File: src/rtl/serial_frame_pkg.sv
// serial_frame_pkg
//   Shared definitions for the serial frame receiver and its matching
//   transmitter: the frame state encoding and the default frame geometry.
//   Optional feature macro used by the users of this package:
//   SERIAL_RX_PARITY_EN (adds one even-parity bit after the data bits).
package serial_frame_pkg;

  // Frame states shared by both ends of the link.
  typedef enum logic [2:0] {
    IDLE,
    START,
    DATA,
    PARITY,
    STOP,
    WAIT
  } frame_state_e;

  // Default frame geometry: 16x oversampling, 8 data bits.
  localparam int DEFAULT_CLKS_PER_BIT = 16;
  localparam int DEFAULT_DATA_W       = 8;

endpackage

File: src/rtl/serial_rx_sync.sv
// serial_rx_sync
//   Two-flop synchronizer bringing an asynchronous line into the clk domain.
//   The reset value is a parameter so an idle-high line synchronizes to 1.
//   Ports:
//     clk_i   system clock, rising edge
//     rst_ni  synchronous active-low reset
//     d_i     asynchronous input
//     q_o     synchronized output, two cycles of latency
module serial_rx_sync #(
  parameter logic RESET_VAL = 1'b1
) (
  input  logic clk_i,
  input  logic rst_ni,
  input  logic d_i,
  output logic q_o
);

  logic meta_q;
  logic sync_q;

  // Two back-to-back flops; the first may go metastable, the second
  // gives it a full cycle to settle before the FSM looks at it.
  always_ff @(posedge clk_i) begin
    if (!rst_ni) begin
      meta_q <= RESET_VAL;
      sync_q <= RESET_VAL;
    end else begin
      meta_q <= d_i;
      sync_q <= meta_q;
    end
  end

  assign q_o = sync_q;

endmodule

File: src/rtl/serial_frame_rx.sv
// serial_frame_rx
//   Serial frame receiver. Oversamples an idle-high asynchronous line,
//   finds the start bit, samples DATA_W data bits LSB first at mid-bit,
//   checks the stop bit and presents each byte on a valid/ready register.
//   Optional feature macro: SERIAL_RX_PARITY_EN adds an even-parity bit
//   after the data bits and the parity_err_o port.
//   Ports:
//     clk_i         system clock, rising edge
//     rst_ni        synchronous active-low reset
//     rx_in_i       raw serial line, idle high, asynchronous
//     data_out_o    last received byte
//     data_valid_o  data_out_o holds an unconsumed byte
//     data_ready_i  consumer takes the byte when valid and ready
//     frame_err_o   one-cycle pulse, stop bit sampled low
//     overrun_o     one-cycle pulse, byte dropped because output was full
//     parity_err_o  one-cycle pulse with the load of a bad-parity byte
module serial_frame_rx
  import serial_frame_pkg::*;
#(
  parameter int CLKS_PER_BIT = DEFAULT_CLKS_PER_BIT,
  parameter int DATA_W       = DEFAULT_DATA_W
) (
  input  logic              clk_i,
  input  logic              rst_ni,
  input  logic              rx_in_i,
  output logic [DATA_W-1:0] data_out_o,
  output logic              data_valid_o,
  input  logic              data_ready_i,
  output logic              frame_err_o,
`ifdef SERIAL_RX_PARITY_EN
  output logic              parity_err_o,
`endif
  output logic              overrun_o
);

  localparam int CNT_W = $clog2(CLKS_PER_BIT);
  localparam int IDX_W = $clog2(DATA_W);
  localparam logic [CNT_W-1:0] HALF_LAST = CNT_W'(CLKS_PER_BIT / 2 - 1);
  localparam logic [CNT_W-1:0] FULL_LAST = CNT_W'(CLKS_PER_BIT - 1);
  localparam logic [IDX_W-1:0] IDX_LAST  = IDX_W'(DATA_W - 1);

  logic rx_s;

  frame_state_e      state_q, state_d;
  logic [CNT_W-1:0]  bit_cnt_q, bit_cnt_d;
  logic [IDX_W-1:0]  idx_q, idx_d;
  logic [DATA_W-1:0] shift_q, shift_d;
  logic [DATA_W-1:0] data_q, data_d;
  logic              valid_q, valid_d;
  logic              ferr_q, ferr_d;
  logic              ovr_q, ovr_d;
  logic              deliver;
`ifdef SERIAL_RX_PARITY_EN
  logic              par_bad_q, par_bad_d;
  logic              perr_q, perr_d;
`endif

  serial_rx_sync #(
    .RESET_VAL(1'b1)
  ) u_sync (
    .clk_i (clk_i),
    .rst_ni(rst_ni),
    .d_i   (rx_in_i),
    .q_o   (rx_s)
  );

  // Frame FSM plus output register next-state. The bit counter runs freely
  // and is cleared on every state change; the output register logic sits
  // after the FSM so a delivery in the same cycle as a consumption wins.
  always_comb begin
    state_d   = state_q;
    bit_cnt_d = bit_cnt_q + CNT_W'(1);
    idx_d     = idx_q;
    shift_d   = shift_q;
    data_d    = data_q;
    valid_d   = valid_q;
    ferr_d    = 1'b0;
    ovr_d     = 1'b0;
    deliver   = 1'b0;
`ifdef SERIAL_RX_PARITY_EN
    par_bad_d = par_bad_q;
    perr_d    = 1'b0;
`endif

    case (state_q)
      IDLE: begin
        bit_cnt_d = '0;
        idx_d     = '0;
`ifdef SERIAL_RX_PARITY_EN
        par_bad_d = 1'b0;
`endif
        if (!rx_s) begin
          state_d = START;
        end
      end
      START: begin
        // A line that is high again at mid start bit was only a glitch.
        if (bit_cnt_q == HALF_LAST) begin
          bit_cnt_d = '0;
          idx_d     = '0;
          state_d   = rx_s ? IDLE : DATA;
        end
      end
      DATA: begin
        if (bit_cnt_q == FULL_LAST) begin
          bit_cnt_d      = '0;
          shift_d[idx_q] = rx_s;
          if (idx_q == IDX_LAST) begin
            idx_d = '0;
`ifdef SERIAL_RX_PARITY_EN
            state_d = PARITY;
`else
            state_d = STOP;
`endif
          end else begin
            idx_d = idx_q + IDX_W'(1);
          end
        end
      end
`ifdef SERIAL_RX_PARITY_EN
      PARITY: begin
        // Even parity: the parity bit equals the XOR of the data bits.
        if (bit_cnt_q == FULL_LAST) begin
          bit_cnt_d = '0;
          par_bad_d = rx_s ^ (^shift_q);
          state_d   = STOP;
        end
      end
`endif
      STOP: begin
        if (bit_cnt_q == FULL_LAST) begin
          bit_cnt_d = '0;
          if (rx_s) begin
            deliver = 1'b1;
            state_d = IDLE;
          end else begin
            ferr_d  = 1'b1;
            state_d = WAIT;
          end
        end
      end
      WAIT: begin
        // Hold off until a break condition releases the line.
        bit_cnt_d = '0;
        if (rx_s) begin
          state_d = IDLE;
        end
      end
      default: begin
        bit_cnt_d = '0;
        idx_d     = '0;
        state_d   = IDLE;
      end
    endcase

    if (valid_q && data_ready_i) begin
      valid_d = 1'b0;
    end

    // A byte is accepted when the register is empty or being emptied now;
    // otherwise the new byte is dropped and the old one is kept.
    if (deliver) begin
      if (!valid_q || data_ready_i) begin
        data_d  = shift_q;
        valid_d = 1'b1;
`ifdef SERIAL_RX_PARITY_EN
        perr_d  = par_bad_q;
`endif
      end else begin
        ovr_d = 1'b1;
      end
    end
  end

  // State, counters, shift register and the registered outputs.
  always_ff @(posedge clk_i) begin
    if (!rst_ni) begin
      state_q   <= IDLE;
      bit_cnt_q <= '0;
      idx_q     <= '0;
      shift_q   <= '0;
      data_q    <= '0;
      valid_q   <= 1'b0;
      ferr_q    <= 1'b0;
      ovr_q     <= 1'b0;
`ifdef SERIAL_RX_PARITY_EN
      par_bad_q <= 1'b0;
      perr_q    <= 1'b0;
`endif
    end else begin
      state_q   <= state_d;
      bit_cnt_q <= bit_cnt_d;
      idx_q     <= idx_d;
      shift_q   <= shift_d;
      data_q    <= data_d;
      valid_q   <= valid_d;
      ferr_q    <= ferr_d;
      ovr_q     <= ovr_d;
`ifdef SERIAL_RX_PARITY_EN
      par_bad_q <= par_bad_d;
      perr_q    <= perr_d;
`endif
    end
  end

  assign data_out_o   = data_q;
  assign data_valid_o = valid_q;
  assign frame_err_o  = ferr_q;
  assign overrun_o    = ovr_q;
`ifdef SERIAL_RX_PARITY_EN
  assign parity_err_o = perr_q;
`endif

endmodule

File: config.mk
export PLATFORM = sky130hd
export DESIGN_NAME = serial_frame_rx
export DESIGN_NICKNAME = d
export VERILOG_FILES = /design/src/rtl/serial_frame_pkg.sv /design/src/rtl/serial_rx_sync.sv /design/src/rtl/serial_frame_rx.sv
export SDC_FILE = /design/constraint.sdc
export NUM_CORES = 1
export LEC_CHECK = 0
export CAP_MARGIN = 25
export CORE_UTILIZATION = 52
export CTS_BUF_LIST = sky130_fd_sc_hd__clkbuf_2
export DETAILED_ROUTE_END_ITERATION = 8
export HOLD_SLACK_MARGIN = 0.02
export PLACE_DENSITY = 0.75
export SETUP_SLACK_MARGIN = 0.05
export SLEW_MARGIN = 20
export SYNTH_ARGS = -nofsm -noshare
export SYNTH_HDL_FRONTEND = slang
export SYNTH_SLANG_ARGS = --single-unit
File: constraint.sdc
create_clock -name clk_i -period 1.6 [get_ports clk_i]
set_input_delay 0.24 -clock clk_i [delete_from_list [all_inputs] [get_ports clk_i]]
set_output_delay 0.24 -clock clk_i [all_outputs]
set_load 0.01 [all_outputs]
# After elaboration in Yosys (flattened, before gate mapping)

Cells that the tools add are included.

Flip-flop bits (word level): 31
Logic and storage cells: 68
Output and inout port bits: 11
Input port bits: 4

Order comparisons: 2
Mux-type cells: 27
Bitwise logic cells: 1
Reduce and logical (&&, ||, !) cells: 13
$add $sub $neg: 2
Equal/unequal tests: 13

Operators by type and width:

| operator              | number |
|---|---|
| $mux W3               | 10 |
| $pmux W3 S5           | 1 |
| $ne A2 B2 Y1 const B  | 5 |
| $eq A3 B3 Y1 const B  | 3 |
| $mux W1               | 9 |
| $pmux W3 S3           | 1 |
| $bwmux W8             | 1 |
| $mux W4               | 2 |
| $pmux W4 S2           | 1 |
| $reduce_and A2 Y1     | 3 |
| $reduce_and A3 Y1     | 2 |
| $reduce_and A6 Y1     | 1 |
| $add A4 B1 Y4 const B | 1 |
| $eq A4 B3 Y1 const B  | 1 |
| $eq A4 B4 Y1 const B  | 1 |
| $lt A3 B4 Y1 const B  | 1 |
| $reduce_or A2 Y1      | 2 |
| $add A3 B1 Y3 const B | 1 |
| $demux W1 S3          | 1 |
| $eq A3 B1 Y1 const B  | 1 |
| $eq A3 B2 Y1 const B  | 1 |
| $ge A3 B1 Y1 const B  | 1 |
| $logic_not A3 Y1      | 1 |
| $logic_and A1 B1 Y1   | 2 |
| other kinds (5)       | 5 |

# Longest topological paths before layout

Gate-level depths: netlist (run 1).

Depth after elaboration: 5
Mapped depth: 6
Depth with buffers taken out: 6

# By module

A second synthesis (run 1) with hierarchy kept.

Cell total of the unflattened synthesis: 139
Area total of the unflattened synthesis: 1,332.5 sq um

Modules (own cells, without submodules):

| module          | area an instance (sq um) | times used | seq. area each (sq um) | cells an instance |
|---|---|---|---|---|
| serial_frame_rx | 1,280.0                  | 1          | 580.6                  | 135 |
| serial_rx_sync  | 52.6                     | 1          | 40.0                   | 4 |

# Worst setup path after synthesis (run 1)

Ideal clock, no wire load.

Path kind: register to register
From: register idx_q[0]
To: register idx_q[0]
Path slack: 0.048 ns
Data arrival time: 1.486 ns
Cell stages (with the launch flop): 6
Required time: 1.534 ns
Period minus slack after synthesis: 1.552 ns
Library setup time: 0.066 ns
Buffers on the path: 0
Cells stage by stage: dfxtp_1 ha_1 ha_1 or3_1 or3_1 a21oi_2

Cells in the longest elaborated chain, start to end: 4
Elaborated cells on any way between the ends: 5
Classes of those cells: add/sub: 1; eq/ne: 1; mux: 3

RTL lines:

| element                                              | line                                           | RTL |
|---|---|---|
| from (decl)                                          | serial_frame_rx.sv:46                          | `logic [IDX_W-1:0] idx_q, idx_d;` |
| from (signal assigned)                               | serial_frame_rx.sv:193                         | `idx_q <= idx_d;` |
| $add A3 B1 Y3 / $eq A3 B3 Y1 (equally long branches) | serial_frame_rx.sv:116, serial_frame_rx.sv:108 |  |
| $mux W3 *                                            | serial_frame_rx.sv:108                         | `if (idx_q == IDX_LAST) begin` |
| $mux W3 *                                            | serial_frame_rx.sv:105                         | `if (bit_cnt_q == FULL_LAST) begin` |
| $pmux W3 S3 *                                        | serial_frame_rx.sv:85                          | `case (state_q)` |

Mark *: on every way between the ends. The rest lies on a longest branch, timed or not. The select of a mux whose other input is x is not followed.
A chain may end at the register's enable or synchronous reset.

# Worst setup path in the final report (run 1)

From: register state_q[0]
To: register idx_q[0]

Cells in the longest elaborated chain, start to end: 4
Elaborated cells on any way between the ends: 10
Classes of those cells: eq/ne: 6; mux: 1; bitwise: 1; reduce/logical: 2

RTL lines:

| element                            | line                   | RTL |
|---|---|---|
| from (decl)                        | serial_frame_rx.sv:44  | `frame_state_e state_q, state_d;` |
| from (signal assigned)             | serial_frame_rx.sv:191 | `state_q <= state_d;` |
| $eq A3 B3 Y1                       | serial_frame_rx.sv:85  |  |
| $reduce_or A2 Y1 (no source line)  | -                      |  |
| $not A1 Y1 (no source line)        | -                      |  |
| $reduce_and A3 Y1 (no source line) | -                      |  |

Several ways; a longest one is shown, not always the timed one.

==> flow_results.xml, run 1 <==
<?xml version="1.0" encoding="UTF-8"?>
<metrics>
  <group name="run_status">
    <metric name="outcome" unit="">finished, violations left</metric>
    <metric name="violations" unit="">negative setup slack</metric>
  </group>
  <group name="sta">
    <metric name="period_share" unit="%">102</metric>
    <metric name="whs" unit="ps">413</metric>
    <metric name="maxSlewViolCount" unit="">0</metric>
    <metric name="fmaxAchievable" unit="GHz">0.613</metric>
    <metric name="max-slew-margin-rel" unit="%">77.4</metric>
    <metric name="final_period_minus_worst_setup_slack" unit="ps">1630</metric>
    <metric name="finalSetupTns" unit="ps">-30.1</metric>
    <metric name="hold_viol" unit="">0</metric>
    <metric name="worst-slew-pin-transition" unit="ps">340</metric>
    <metric name="grt_setup_unrepaired" unit="">yes</metric>
    <metric name="fin_skew" unit="ps">21.9</metric>
    <metric name="timing.final.ws_setup" unit="ps">-30.1</metric>
    <metric name="finalSetupViolations" unit="">1</metric>
  </group>
  <group name="cts">
    <metric name="cts_bufs_inserted" unit="">5</metric>
    <metric name="post_cts_hold_buffer_count" unit="">0</metric>
    <metric name="clock_tree.root_cell" unit="">sky130_fd_sc_hd__clkbuf_2</metric>
    <metric name="ctsLongestPathBuffers" unit="">2</metric>
    <metric name="clock_sink_count" unit="">31</metric>
    <metric name="htree_levels" unit="">2</metric>
    <metric name="clk_transition_reported_paths" unit="ps">170</metric>
    <metric name="clk-insertion-delay-late" unit="ps">380</metric>
    <metric name="tritoncts" unit="">done</metric>
  </group>
  <group name="route">
    <metric name="drt_pre_antenna_iters" unit="">4</metric>
    <metric name="antenna_left" unit="">0</metric>
    <metric name="number_of_design_rule_violations_left_after_detail_routing" unit="">0</metric>
    <metric name="viasPerCell" unit="">5.63</metric>
    <metric name="dr.first_iter.drc_count" unit="">11</metric>
    <metric name="via_count" unit="">1182</metric>
    <metric name="drt-total-wl" unit="microns">2830</metric>
    <metric name="routed_wire_per_std_cell" unit="microns">13.5</metric>
  </group>
  <group name="logic_synthesis">
    <metric name="synth-seq-area-share" unit="%">45.3</metric>
    <metric name="yosys_warnings" unit="">0</metric>
    <metric name="ys.flop_type" unit="">sky130_fd_sc_hd__dfxtp_1</metric>
    <metric name="postSynthCellCount" unit="">149</metric>
    <metric name="post_synth_edffs" unit="">0</metric>
    <metric name="netlist_area" unit="sq um">1370</metric>
    <metric name="syn_nets" unit="">156</metric>
    <metric name="postSynthAreaPerCell" unit="sq um">9.19</metric>
    <metric name="asyncSetResetFlopFracSynth" unit="%">0</metric>
    <metric name="synth_cell_types" unit="">38</metric>
    <metric name="synth.ff_latch_count" unit="">31</metric>
  </group>
  <group name="global_route">
    <metric name="first_pass_grt_wire_length" unit="microns">4510</metric>
    <metric name="grt_max_degree" unit="">25</metric>
    <metric name="number_of_antenna_violations_at_the_first_check_in_global_routing" unit="">0</metric>
    <metric name="grt_pass1_vias" unit="">1045</metric>
    <metric name="grt_remaining_overflow" unit="">0</metric>
    <metric name="grt_use_total" unit="%">22.5</metric>
  </group>
  <group name="floorplan">
    <metric name="die_width" unit="microns">53.3</metric>
    <metric name="fp.dieArea" unit="sq um">2840</metric>
    <metric name="initial_util" unit="%">55.3</metric>
    <metric name="io_pins" unit="">15</metric>
    <metric name="dieHeight" unit="microns">53.3</metric>
    <metric name="rows" unit="">18</metric>
    <metric name="core_region_area" unit="sq um">2480</metric>
  </group>
  <group name="placement">
    <metric name="dp_slack" unit="ps">-31.6</metric>
    <metric name="io_buffers" unit="">14</metric>
    <metric name="gp_weighted_congestion" unit="">0.811</metric>
    <metric name="hpwlAfterDp" unit="microns">1940</metric>
  </group>
  <group name="finish">
    <metric name="final_nets" unit="">186</metric>
    <metric name="fillerInstances" unit="">193</metric>
    <metric name="layout_common_cells" unit="">sky130_fd_sc_hd__dfxtp_1 (24), sky130_fd_sc_hd__nor2_1 (23), sky130_fd_sc_hd__mux2i_1 (17), sky130_fd_sc_hd__buf_4 (16), sky130_fd_sc_hd__dlymetal6s2s_1 (10)</metric>
    <metric name="area_used_by_multi_input_combinational_logic" unit="sq um">767</metric>
    <metric name="mostFrequentLayoutCell" unit="">sky130_fd_sc_hd__dfxtp_1</metric>
    <metric name="fin_util" unit="%">71.6</metric>
    <metric name="layout-drive-gt1-share" unit="%">23.3</metric>
    <metric name="areaGrowthSynthToFinish" unit="%">29.6</metric>
    <metric name="antenna-diode-count" unit="">0</metric>
    <metric name="layout.area.seq" unit="sq um">629</metric>
  </group>
  <group name="setup_path">
    <metric name="setup.worst_path.class" unit="">reg2reg</metric>
    <metric name="setup.worst_path.end_class" unit="">flop</metric>
    <metric name="setup_crit_start_kind" unit="">flop</metric>
    <metric name="crit_path_max_fanout" unit="">5</metric>
    <metric name="arrival" unit="ps">1940</metric>
    <metric name="r2r_setup_slack" unit="ps">-30</metric>
    <metric name="required" unit="ps">1910</metric>
  </group>
  <group name="min_path">
    <metric name="min-delay-path-class" unit="">in2reg</metric>
  </group>
  <group name="power_and_ir_drop">
    <metric name="ir_drop" unit="V">0.000633</metric>
    <metric name="cellPowerDensity" unit="nW/um^2">681</metric>
    <metric name="static-leakage-power" unit="uW">0.000904</metric>
  </group>
  <group name="flow_run">
    <metric name="maxCapViolCount" unit="">0</metric>
  </group>
</metrics>
[where the power goes]
part	switching [uW]	leakage, uW	internal (uW)
sequential	2.89	0.000254	777
combinational	32.9	0.000626	28.3
clock	270	0.0000241	97.0
[state kept, by name, indices dropped and copies added, names as in the netlist]
name           cells
bit_cnt_q          4
idx_q              3
frame_err_o        1
u_sync.q_o         1
state_q            3
data_out_o         8
u_sync.meta_q      1
data_valid_o       1
overrun_o          1
shift_q            8
[through the flow]
step,cell area [sq um],total power [uW],std cells
5_1_grt,1770,1260,210
6_report,1770,1210,210
4_1_cts,1710,1220,209
3_5_place_dp,1630,853,201
3_3_place_gp,1630,852,201
2_1_floorplan,1370,828,149
[Yosys cell counts, types with 2 or more instances]
cell type	number	area share [%]
sky130_fd_sc_hd__nor2b_1	3	1.4
sky130_fd_sc_hd__ha_1	3	2.7
sky130_fd_sc_hd__nand3_1	4	1.5
sky130_fd_sc_hd__nor3_1	3	1.1
sky130_fd_sc_hd__mux2i_1	17	12
sky130_fd_sc_hd__dfxtp_1	31	45
sky130_fd_sc_hd__clkbuf_1	6	1.6
sky130_fd_sc_hd__or3_1	4	1.8
sky130_fd_sc_hd__nand2_1	4	1.1
sky130_fd_sc_hd__nor3b_1	2	1.1
sky130_fd_sc_hd__nor2_1	23	6.3
sky130_fd_sc_hd__inv_1	4	1.1
sky130_fd_sc_hd__nand4_1	6	2.7
sky130_fd_sc_hd__nor4_1	2	0.91
sky130_fd_sc_hd__a21oi_1	4	1.5
sky130_fd_sc_hd__o21ai_0	8	2.9
sky130_fd_sc_hd__nand2b_1	4	1.8
[critical path: stages, from the launching register on]
cell,delay (ps)
sky130_fd_sc_hd__dfxtp_2,370
sky130_fd_sc_hd__or3b_4,440
sky130_fd_sc_hd__or3_1,310
sky130_fd_sc_hd__or3_1,330
sky130_fd_sc_hd__a21oi_2,120
[final timing paths]
check	from	to	cells after the start
max	state_q[0]	idx_q[0]	4
min	rx_in_i	u_sync.meta_q	2
max reg2reg	state_q[0]	idx_q[0]	4
min reg2reg	u_sync.meta_q	u_sync.q_o	1
[kinds of logic after synthesis]
kind of cell	count (synthesis)	share of synthesized area [%]
AO/OA/AOI/OAI	20	9.05
XOR/XNOR	2	1.28
adder cells (fa/ha/maj)	3	2.74
buffers and inverters	11	3.11
flip-flops	31	45.3
multiplexers	17	12.4
AND/OR/NAND/NOR	65	26.1
[cell type report]
| class | instances | share of cell area, % |
|---|---|---|
| Multi-Input combinational cell | 107 | 43.2 |
| Sequential cell | 31 | 35.5 |
| Timing Repair Buffer | 30 | 16.1 |
| Tap cell | 30 | 2.12 |
| Clock buffer | 5 | 1.41 |
| Clock inverter | 3 | 0.846 |
| Inverter | 4 | 0.846 |
[routing by layer]
| layer | track usage (%) | up-vias | share of wire (%) |
|---|---|---|---|
| met5 | 0 | - | 0 |
| met4 | 6.58 | 0 | 1.0 |
| met3 | 8.62 | 4 | 5.2 |
| met2 | 35.2 | 26 | 47 |
| met1 | 28.1 | 559 | 47 |
| li1 | - | 593 | - |
[repair_timing]
item                       CTS  global route
resized for setup            9            20
buffers inserted             0             1
setup endpoints to repair   14            25
pin swaps                    1             5
Note: power is estimated with default switching activity, not from simulation.
==> run 2, diff against run 1 <==
--- a/config.mk
+++ b/config.mk
@@ -9,8 +9,10 @@
 export CORE_UTILIZATION = 52
 export CTS_BUF_LIST = sky130_fd_sc_hd__clkbuf_2
 export DETAILED_ROUTE_END_ITERATION = 8
+export GPL_TIMING_DRIVEN = 0
 export HOLD_SLACK_MARGIN = 0.02
 export PLACE_DENSITY = 0.75
+export REMOVE_ABC_BUFFERS = 1
 export SETUP_SLACK_MARGIN = 0.05
 export SLEW_MARGIN = 20
 export SYNTH_ARGS = -nofsm -noshare
==> flow_results.xml, run 2 (synthesis results as in run 1) <==
<?xml version="1.0" encoding="UTF-8"?>
<metrics>
  <group name="cts">
    <metric name="post_cts_hold_buffer_count" unit="">0</metric>
    <metric name="clk-insertion-delay-late" unit="ps">370</metric>
    <metric name="ctsLongestPathBuffers" unit="">2</metric>
    <metric name="clock_sink_count" unit="">31</metric>
    <metric name="clk_transition_reported_paths" unit="ps">150</metric>
    <metric name="clock_tree.root_cell" unit="">sky130_fd_sc_hd__clkbuf_2</metric>
    <metric name="tritoncts" unit="">done</metric>
    <metric name="htree_levels" unit="">2</metric>
    <metric name="cts_bufs_inserted" unit="">5</metric>
  </group>
  <group name="finish">
    <metric name="layout-drive-gt1-share" unit="%">26.1</metric>
    <metric name="post-route-cell-area" unit="sq um">1850</metric>
    <metric name="layout_common_cells" unit="">sky130_fd_sc_hd__nor2_1 (23), sky130_fd_sc_hd__dfxtp_1 (23), sky130_fd_sc_hd__mux2i_1 (17), sky130_fd_sc_hd__buf_4 (12)</metric>
    <metric name="areaGrowthSynthToFinish" unit="%">35.0</metric>
    <metric name="fillerInstances" unit="">171</metric>
    <metric name="antenna-diode-count" unit="">0</metric>
    <metric name="final_nets" unit="">187</metric>
  </group>
  <group name="global_route">
    <metric name="grt_max_degree" unit="">16</metric>
    <metric name="grt_use_total" unit="%">25.0</metric>
    <metric name="first_pass_grt_wire_length" unit="microns">5000</metric>
    <metric name="number_of_antenna_violations_at_the_first_check_in_global_routing" unit="">0</metric>
    <metric name="grt_remaining_overflow" unit="">0</metric>
    <metric name="grt_pass1_vias" unit="">1105</metric>
  </group>
  <group name="setup_path">
    <metric name="crit_path_max_fanout" unit="">4</metric>
    <metric name="r2r_setup_slack" unit="ps">1</metric>
    <metric name="setup.worst_path.class" unit="">reg2reg</metric>
    <metric name="setup_crit_start_kind" unit="">flop</metric>
    <metric name="arrival" unit="ps">1910</metric>
    <metric name="rr_endpoint" unit="">idx_q[1]</metric>
    <metric name="timing.critical_path.from" unit="">idx_q[1]</metric>
    <metric name="setup.worst_path.end_class" unit="">flop</metric>
    <metric name="worst-r2r-cell-count" unit="">6</metric>
    <metric name="crit_end" unit="">idx_q[1]</metric>
    <metric name="r2r-start" unit="">idx_q[1]</metric>
    <metric name="required" unit="ps">1910</metric>
  </group>
  <group name="route">
    <metric name="wl_met1" unit="microns">1410</metric>
    <metric name="antenna_left" unit="">0</metric>
    <metric name="routed_wire_per_std_cell" unit="microns">15.5</metric>
    <metric name="drt-total-wl" unit="microns">3260</metric>
    <metric name="wl_met3" unit="microns">216</metric>
    <metric name="via_count" unit="">1248</metric>
    <metric name="topRoutingLayerUsed" unit="">met4</metric>
    <metric name="dr.first_iter.drc_count" unit="">74</metric>
    <metric name="wl_met2" unit="microns">1590</metric>
    <metric name="viasPerCell" unit="">5.94</metric>
    <metric name="drt_pre_antenna_iters" unit="">4</metric>
    <metric name="number_of_design_rule_violations_left_after_detail_routing" unit="">0</metric>
  </group>
  <group name="floorplan">
    <metric name="initial_util" unit="%">55.3</metric>
    <metric name="dieHeight" unit="microns">53.3</metric>
    <metric name="fp.dieArea" unit="sq um">2840</metric>
    <metric name="rows" unit="">18</metric>
    <metric name="io_pins" unit="">15</metric>
    <metric name="core_region_area" unit="sq um">2480</metric>
    <metric name="die_width" unit="microns">53.3</metric>
  </group>
  <group name="sta">
    <metric name="fmaxAchievable" unit="GHz">0.625</metric>
    <metric name="max-slew-margin-rel" unit="%">66.1</metric>
    <metric name="timing.final.ws_setup" unit="ps">1.10</metric>
    <metric name="fin_skew" unit="ps">19.7</metric>
    <metric name="finalSetupTns" unit="ps">0</metric>
    <metric name="hold_viol" unit="">0</metric>
    <metric name="worst-slew-pin-transition" unit="ps">501</metric>
    <metric name="final_period_minus_worst_setup_slack" unit="ps">1600</metric>
    <metric name="maxSlewViolCount" unit="">0</metric>
    <metric name="finalSetupViolations" unit="">0</metric>
    <metric name="grt_setup_unrepaired" unit="">yes</metric>
    <metric name="period_share" unit="%">99.9</metric>
  </group>
  <group name="placement">
    <metric name="dp_slack" unit="ps">-391</metric>
    <metric name="gp_weighted_congestion" unit="">0.762</metric>
    <metric name="post_dp_cell_area" unit="sq um">1520</metric>
    <metric name="hpwlAfterDp" unit="microns">1760</metric>
    <metric name="io_buffers" unit="">14</metric>
  </group>
  <group name="power_and_ir_drop">
    <metric name="cellPowerDensity" unit="nW/um^2">641</metric>
    <metric name="static-leakage-power" unit="uW">0.000880</metric>
    <metric name="ir_drop" unit="V">0.000523</metric>
    <metric name="total_power" unit="uW">1180</metric>
  </group>
  <group name="run_status">
    <metric name="outcome" unit="">finished clean</metric>
  </group>
  <group name="flow_run">
    <metric name="maxCapViolCount" unit="">0</metric>
  </group>
  <group name="min_path">
    <metric name="min-delay-path-class" unit="">reg2reg</metric>
  </group>
</metrics>
## run 2: per-stage QoR
step / hold slack [ps] / cells / utilization [%]
2_1_floorplan: 313 / 142 / -
3_3_place_gp: 394 / 186 / 61.3
3_5_place_dp: 392 / 186 / 61.3
4_1_cts: 430 / 206 / 69.6
5_1_grt: 431 / 210 / 74.6
6_report: 427 / 210 / 74.6
## run 2: final cells by class
type	count	area (sq um)	share of cell area [%]
clock buffers	5	25.0	1.35
repair buffers	30	293	15.8
flip-flops and latches	31	643	34.8
multi-input cells	107	817	44.2
inverters	4	18.8	1.02
clock inverters	2	8.76	0.474
repair inverters	1	5.00	0.271
well taps	30	37.5	2.03
## run 2: worst min path at each step
stage | to | startpoint | cells after the start
global placement | u_sync.q_o | u_sync.meta_q | 1
global route | u_sync.meta_q | rx_in_i | 2
CTS | u_sync.q_o | u_sync.meta_q | 1
detailed placement | u_sync.q_o | u_sync.meta_q | 1
floorplan | u_sync.meta_q | rst_ni | 1
finish | u_sync.q_o | u_sync.meta_q | 1
## run 2: critical path: stages, from the launching register on
cell and delay [ps]:
sky130_fd_sc_hd__dfxtp_4 380, sky130_fd_sc_hd__ha_2 170, sky130_fd_sc_hd__ha_2 180, sky130_fd_sc_hd__buf_4 150, sky130_fd_sc_hd__nand3b_1 160, sky130_fd_sc_hd__or3_1 350, sky130_fd_sc_hd__a21oi_1 150
## run 2: repair_timing
action / 4_1_cts / 5_1_grt
endpoints found under the setup margin: 24 / 30
buffers inserted: 12 / 5
pin swaps: 1 / 6
gates resized for setup: 23 / 25
cloned: 1 / 0
## run 2: power breakdown
group	switching (uW)	internal (uW)	leakage, uW
Clock	255	92.1	0.0000262
Sequential	6.71	769	0.000255
Combinational	33.9	28.6	0.000599
## run 2: metal layers
layer | track usage [%] | vias to the layer above
li1 | - | 594
met1 | 29.0 | 590
met2 | 42.1 | 57
met3 | 8.05 | 7
met4 | 9.21 | 0
met5 | 0 | -
==> run 3, diff against run 2 <==
--- a/config.mk
+++ b/config.mk
@@ -5,7 +5,7 @@
 export SDC_FILE = /design/constraint.sdc
 export NUM_CORES = 1
 export LEC_CHECK = 0
-export CAP_MARGIN = 25
+export CAP_MARGIN = 10
 export CORE_UTILIZATION = 52
 export CTS_BUF_LIST = sky130_fd_sc_hd__clkbuf_2
 export DETAILED_ROUTE_END_ITERATION = 8
==> results of run 3 <==
The final DEF is identical to that of run 2; final timing and power are the same.
